`src/rtl/microwave_cook_ctrl.sv`:
```
// Cook sequencing FSM: keypad digit entry, three-cycle timer load, 1 Hz count
// enable, magnetron drive, pause/cancel and done indication.
//
// state | meaning
// SETUP | collecting digits into the entry buffer
// LOAD  | shifting min, tens, secs into the timer (3 cycles)
// COOK  | magnetron on, prescaler issuing one-second enables
// PAUSE | magnetron off, prescaler frozen
// DONE  | timer expired, waiting for stop or door open

module microwave_cook_ctrl #(
  parameter int TICKS_PER_SEC = 100
) (
  input  logic       clk,
  input  logic       clear,
  input  logic       key_valid,
  input  logic [3:0] key_digit,
  input  logic       start,
  input  logic       stop,
  input  logic       door_closed,
  input  logic       timer_zero,
  output logic [3:0] tm_data,
  output logic       tm_load,
  output logic       tm_enable,
  output logic       tm_clearn,
  output logic [3:0] buf_min,
  output logic [3:0] buf_tens,
  output logic [3:0] buf_secs,
  output logic       mag_on,
  output logic       done
);

  localparam int PW = (TICKS_PER_SEC > 2) ? $clog2(TICKS_PER_SEC) : 1;
  localparam logic [PW-1:0] PRESC_MAX = PW'(TICKS_PER_SEC - 1);

  typedef enum logic [2:0] {
    SETUP,
    LOAD,
    COOK,
    PAUSE,
    DONE
  } state_t;

  state_t        state;
  logic [1:0]    ld_idx;
  logic [PW-1:0] presc;
  logic          digit_ok;
  logic          buf_nz;
  logic [3:0]    tens_clamped;

  assign digit_ok     = (key_digit <= 4'd9);
  assign buf_nz       = (buf_min != 4'd0) || (buf_tens != 4'd0) || (buf_secs != 4'd0);
  assign tens_clamped = (buf_tens > 4'd5) ? 4'd5 : buf_tens;

  always_ff @(posedge clk) begin
    if (clear) begin
      state     <= SETUP;
      ld_idx    <= 2'd0;
      presc     <= '0;
      buf_min   <= 4'd0;
      buf_tens  <= 4'd0;
      buf_secs  <= 4'd0;
      tm_data   <= 4'd0;
      tm_load   <= 1'b0;
      tm_enable <= 1'b0;
      tm_clearn <= 1'b0;
      mag_on    <= 1'b0;
      done      <= 1'b0;
    end else begin
      tm_clearn <= 1'b1;
      tm_load   <= 1'b0;
      tm_enable <= 1'b0;
      case (state)
        SETUP: begin
          if (stop) begin
            buf_min   <= 4'd0;
            buf_tens  <= 4'd0;
            buf_secs  <= 4'd0;
            tm_clearn <= 1'b0;
          end else if (start && door_closed && buf_nz) begin
            state   <= LOAD;
            ld_idx  <= 2'd0;
            tm_load <= 1'b1;
            tm_data <= buf_min;
          end else if (key_valid && digit_ok) begin
            buf_min  <= buf_tens;
            buf_tens <= buf_secs;
            buf_secs <= key_digit;
          end
        end
        LOAD: begin
          // Output already shows load ld_idx; prepare the following one.
          case (ld_idx)
            2'd0: begin
              tm_load <= 1'b1;
              tm_data <= tens_clamped;
              ld_idx  <= 2'd1;
            end
            2'd1: begin
              tm_load <= 1'b1;
              tm_data <= buf_secs;
              ld_idx  <= 2'd2;
            end
            default: begin
              state  <= COOK;
              presc  <= '0;
              mag_on <= 1'b1;
            end
          endcase
        end
        COOK: begin
          if (stop || !door_closed) begin
            state  <= PAUSE;
            mag_on <= 1'b0;
          end else if (timer_zero) begin
            state  <= DONE;
            mag_on <= 1'b0;
            done   <= 1'b1;
          end else if (presc == PRESC_MAX) begin
            presc     <= '0;
            tm_enable <= 1'b1;
          end else begin
            presc <= presc + 1'b1;
          end
        end
        PAUSE: begin
          if (stop) begin
            state     <= SETUP;
            buf_min   <= 4'd0;
            buf_tens  <= 4'd0;
            buf_secs  <= 4'd0;
            tm_clearn <= 1'b0;
          end else if (start && door_closed) begin
            state  <= COOK;
            presc  <= '0;
            mag_on <= 1'b1;
          end
        end
        DONE: begin
          if (stop || !door_closed) begin
            state     <= SETUP;
            buf_min   <= 4'd0;
            buf_tens  <= 4'd0;
            buf_secs  <= 4'd0;
            tm_clearn <= 1'b0;
            done      <= 1'b0;
          end
        end
        default: state <= SETUP;
      endcase
    end
  end

endmodule

```
`config.mk`:
```
export PLATFORM = sky130hd
export DESIGN_NAME = microwave_cook_ctrl
export DESIGN_NICKNAME = d
export VERILOG_FILES = /design/src/rtl/microwave_cook_ctrl.sv
export SDC_FILE = /design/constraint.sdc
export NUM_CORES = 1
export LEC_CHECK = 0
export ABC_AREA = 1
export CAP_MARGIN = 30
export CORE_MARGIN = 5
export CORE_UTILIZATION = 45
export DETAILED_ROUTE_END_ITERATION = 7
export PLACE_DENSITY = 0.75
export SETUP_SLACK_MARGIN = 0.3
export SYNTH_ARGS = -nofsm -noshare
export SYNTH_HDL_FRONTEND = slang
export SYNTH_SLANG_ARGS = --single-unit
```
`constraint.sdc`:
```
create_clock -name clk -period 2.97 [get_ports clk]
set_clock_uncertainty 0.2 [all_clocks]
set_input_delay 0.891 -clock clk [delete_from_list [all_inputs] [get_ports clk]]
set_output_delay 0.891 -clock clk [all_outputs]
set_load 0.05 [all_outputs]
```
==> impl_metrics.toml <==
[outcome]
status = "finished, final reports clean"

[synth]
synthesis.area_sq_um = 1930
yosys_warnings = 0
synth_top_area_share_pct = 34.3
synth_area_per_cell_sq_um = 6.77
yosys.area.top_type = "dfxtp_1"
synth_seq_area_share_pct = 34.3
syn-instance-count = 285
synth_area_leaders = "dfxtp_1, nand2_1, nand3_1"
synth_fp_nets = 297
synth.distinct_cells = 36
ys_ff_latch = 33

[cells_and_area]
syn2layout_area_growth_pct = 23.1
layout.nets = 331
diodes = 0
finish.instance_area_sq_um = 2370
drive_gt1_share_pct = 13.4
mostFrequentLayoutCells = "nand2_1, nor2_1, nand3_1"
final_common_cell = "nand2_1"
fin_cells = 370

[route]
dr_total_vias = 1892
drt-initial-drc-count = 82
dr.pass1.iters = 4
detail_route.vias_per_cell = 5.11
routed_wirelength_um = 4410
wl_per_cell_um = 11.9
ant_nets = 0
route.detailed.drc = 0

[worst_setup_path]
r2r_setup_slack_ns = 1.11
crit_chain = "clkdlybuf4s50_1"
crit_end = "buf_secs[1]"
slowest_stage = "clkdlybuf4s50_1"
cp-start-kind = "flop"
required_ns = 1.88
reg2reg_depth = 9
crit_start = "buf_secs[1]"
r2r_end = "presc[2]"
worstSetupEndpointType = "output port"
worst_path_largest_cell_delay_ns = 0.83
path_buf_inv = 1
crit_type = "reg -> out"
critical_path_depth = 1
r2r_start = "state[1]"
crit_fanout = 4
worstPathArrival_ns = 1.51
critPathTopFamily = "buffers and inverters"

[global_routing]
antenna_found_initial = 0
grt-ovfl-total = 0
grt_pass1_wl_um = 7280
grt_max_degree = 20
grt_pass1_vias = 1656
track_usage_pct = 16.4

[timing]
fin_setup_tns_ns = 0
rsz0062_at_grt = "no"
setup_viol = 0
drv_slew = 0
post-route-period-util_pct = 87.6
fmax_mhz = 384
worstMarginPinSlew_ns = 0.522
setup_slack_ns = 0.369
fin_crit_ns = 2.60
slew_headroom_pct = 65.0
hold_violations = 0

[clock_tree]
root_buffer = "clkbuf_8"
path_clk_slew_ns = 0.07
cts_tree = "yes"
cts_made_buffers = 5
cts_sinks = 33
clk_latency_ns = 0.28
cts.htree.levels = 2
post_cts_buffers = 0
clock_path_buffers = 2

[floorplan]
num_rows = 23
die_y_um = 75.5
die_w_um = 75.5
io_pins = 32
coreArea_sq_um = 4090
fp.dieArea_sq_um = 5690
start_util_pct = 47.2

[placement]
post-place-cells = 362
place_area_sq_um = 2280
dp_worst_setup_slack_ns = 0.235
port_buffers = 31
dp_hpwl_um = 3320
gp_congestion = 0.909

[hold_path]
hold_class = "reg -> reg"

[power_and_ir_drop]
power_density_nw_per_um2 = 1140
p_leak_nw = 1.07
ir_worst_vdd_mv = 0.691
finalPower_mw = 2.71

[flow_run]
drv_cap = 0
==> cells in the mapped netlist, drive strengths merged <==
library cell / count
nand2: 75
nor2: 50
nand3: 43
dfxtp: 33
a21oi: 28
inv: 23
buf: 6
o21ai: 6
nor3: 4
clkbuf: 3
clkinv: 2
nor3b: 2
o21a: 2
a31oi: 1
ha: 1
mux2i: 1
nand3b: 1
nand4: 1
o211ai: 1
or2: 1
xor2: 1
==> stage by stage <==
step / util (%) / hold WS [ns]
3_3_place_gp: 55.8 / 0.269
6_report: 58.1 / 0.286
4_1_cts: 57.8 / 0.290
2_1_floorplan: - / 0.258
5_1_grt: 58.1 / 0.325
3_5_place_dp: 55.8 / 0.274
==> final cells by class <==
cell class              instances  area (sq um)
multi-input cells             218          1110
repair buffers                 36           359
clock inverters                 2          10.0
fillers                       390          1710
clock buffers                   6          72.6
flip-flops and latches         33           661
well taps                      50          62.6
inverters                      25          96.3
==> how the worst min path moves through the flow <==
stage,slack [ns],to,cells past startpoint,from
2_1_floorplan,0.26,presc[1],2,presc[1]
3_3_place_gp,0.27,mag_on,2,mag_on
3_5_place_dp,0.27,mag_on,2,mag_on
4_1_cts,0.29,tm_data[2],2,tm_data[2]
5_1_grt,0.33,ld_idx[0],2,ld_idx[0]
6_report,0.29,tm_data[2],2,tm_data[2]
==> timing repair <==
action | CTS | global route
hold endpoints to repair | 0 | 0
gates resized for setup | 1 | 5
hold buffers | 0 | 0
setup endpoints to repair | 1 | 5
pin swaps | 0 | 0
==> report_power, final <==
part	leakage [nW]	total (mW)	internal (mW)	switching, mW
clock	0.0450	0.324	0.162	0.162
combinational	0.754	1.65	0.577	1.07
sequential	0.270	0.740	0.577	0.163
==> worst min-delay path, cell delays in order, from the launching register on <==
cell	delay [ns]
dfxtp_1	0.31
nor2_1	0.09
nor2_1	0.05
==> flip-flops by register name, summed over array words and instances (netlist names) <==
register   cells
tm_data        4
state          3
buf_min        4
ld_idx         2
buf_secs       4
buf_tens       4
tm_load        1
done           1
tm_clearn      1
presc          7
mag_on         1
tm_enable      1
==> per-layer routing <==
metal,up-vias,track usage (%),share of wire [%],wire length [um]
met2,33,28.5,50,2190
li1,999,-,-,-
met1,856,20.5,46,2040
met3,4,3.96,3.4,149
met4,0,4.08,0.68,30
met5,-,0,0,0
==> kinds of logic after synthesis <==
family | synth area share, %
AOI/OAI and AO/OA | 12.7
xor gates and xnor gates | 0.454
adders and majority gates | 0.649
buffers and inverters | 8.05
DFF | 34.3
muxes | 0.519
and+or+nand+nor | 43.4
Note: power is estimated with default switching activity, not from simulation.
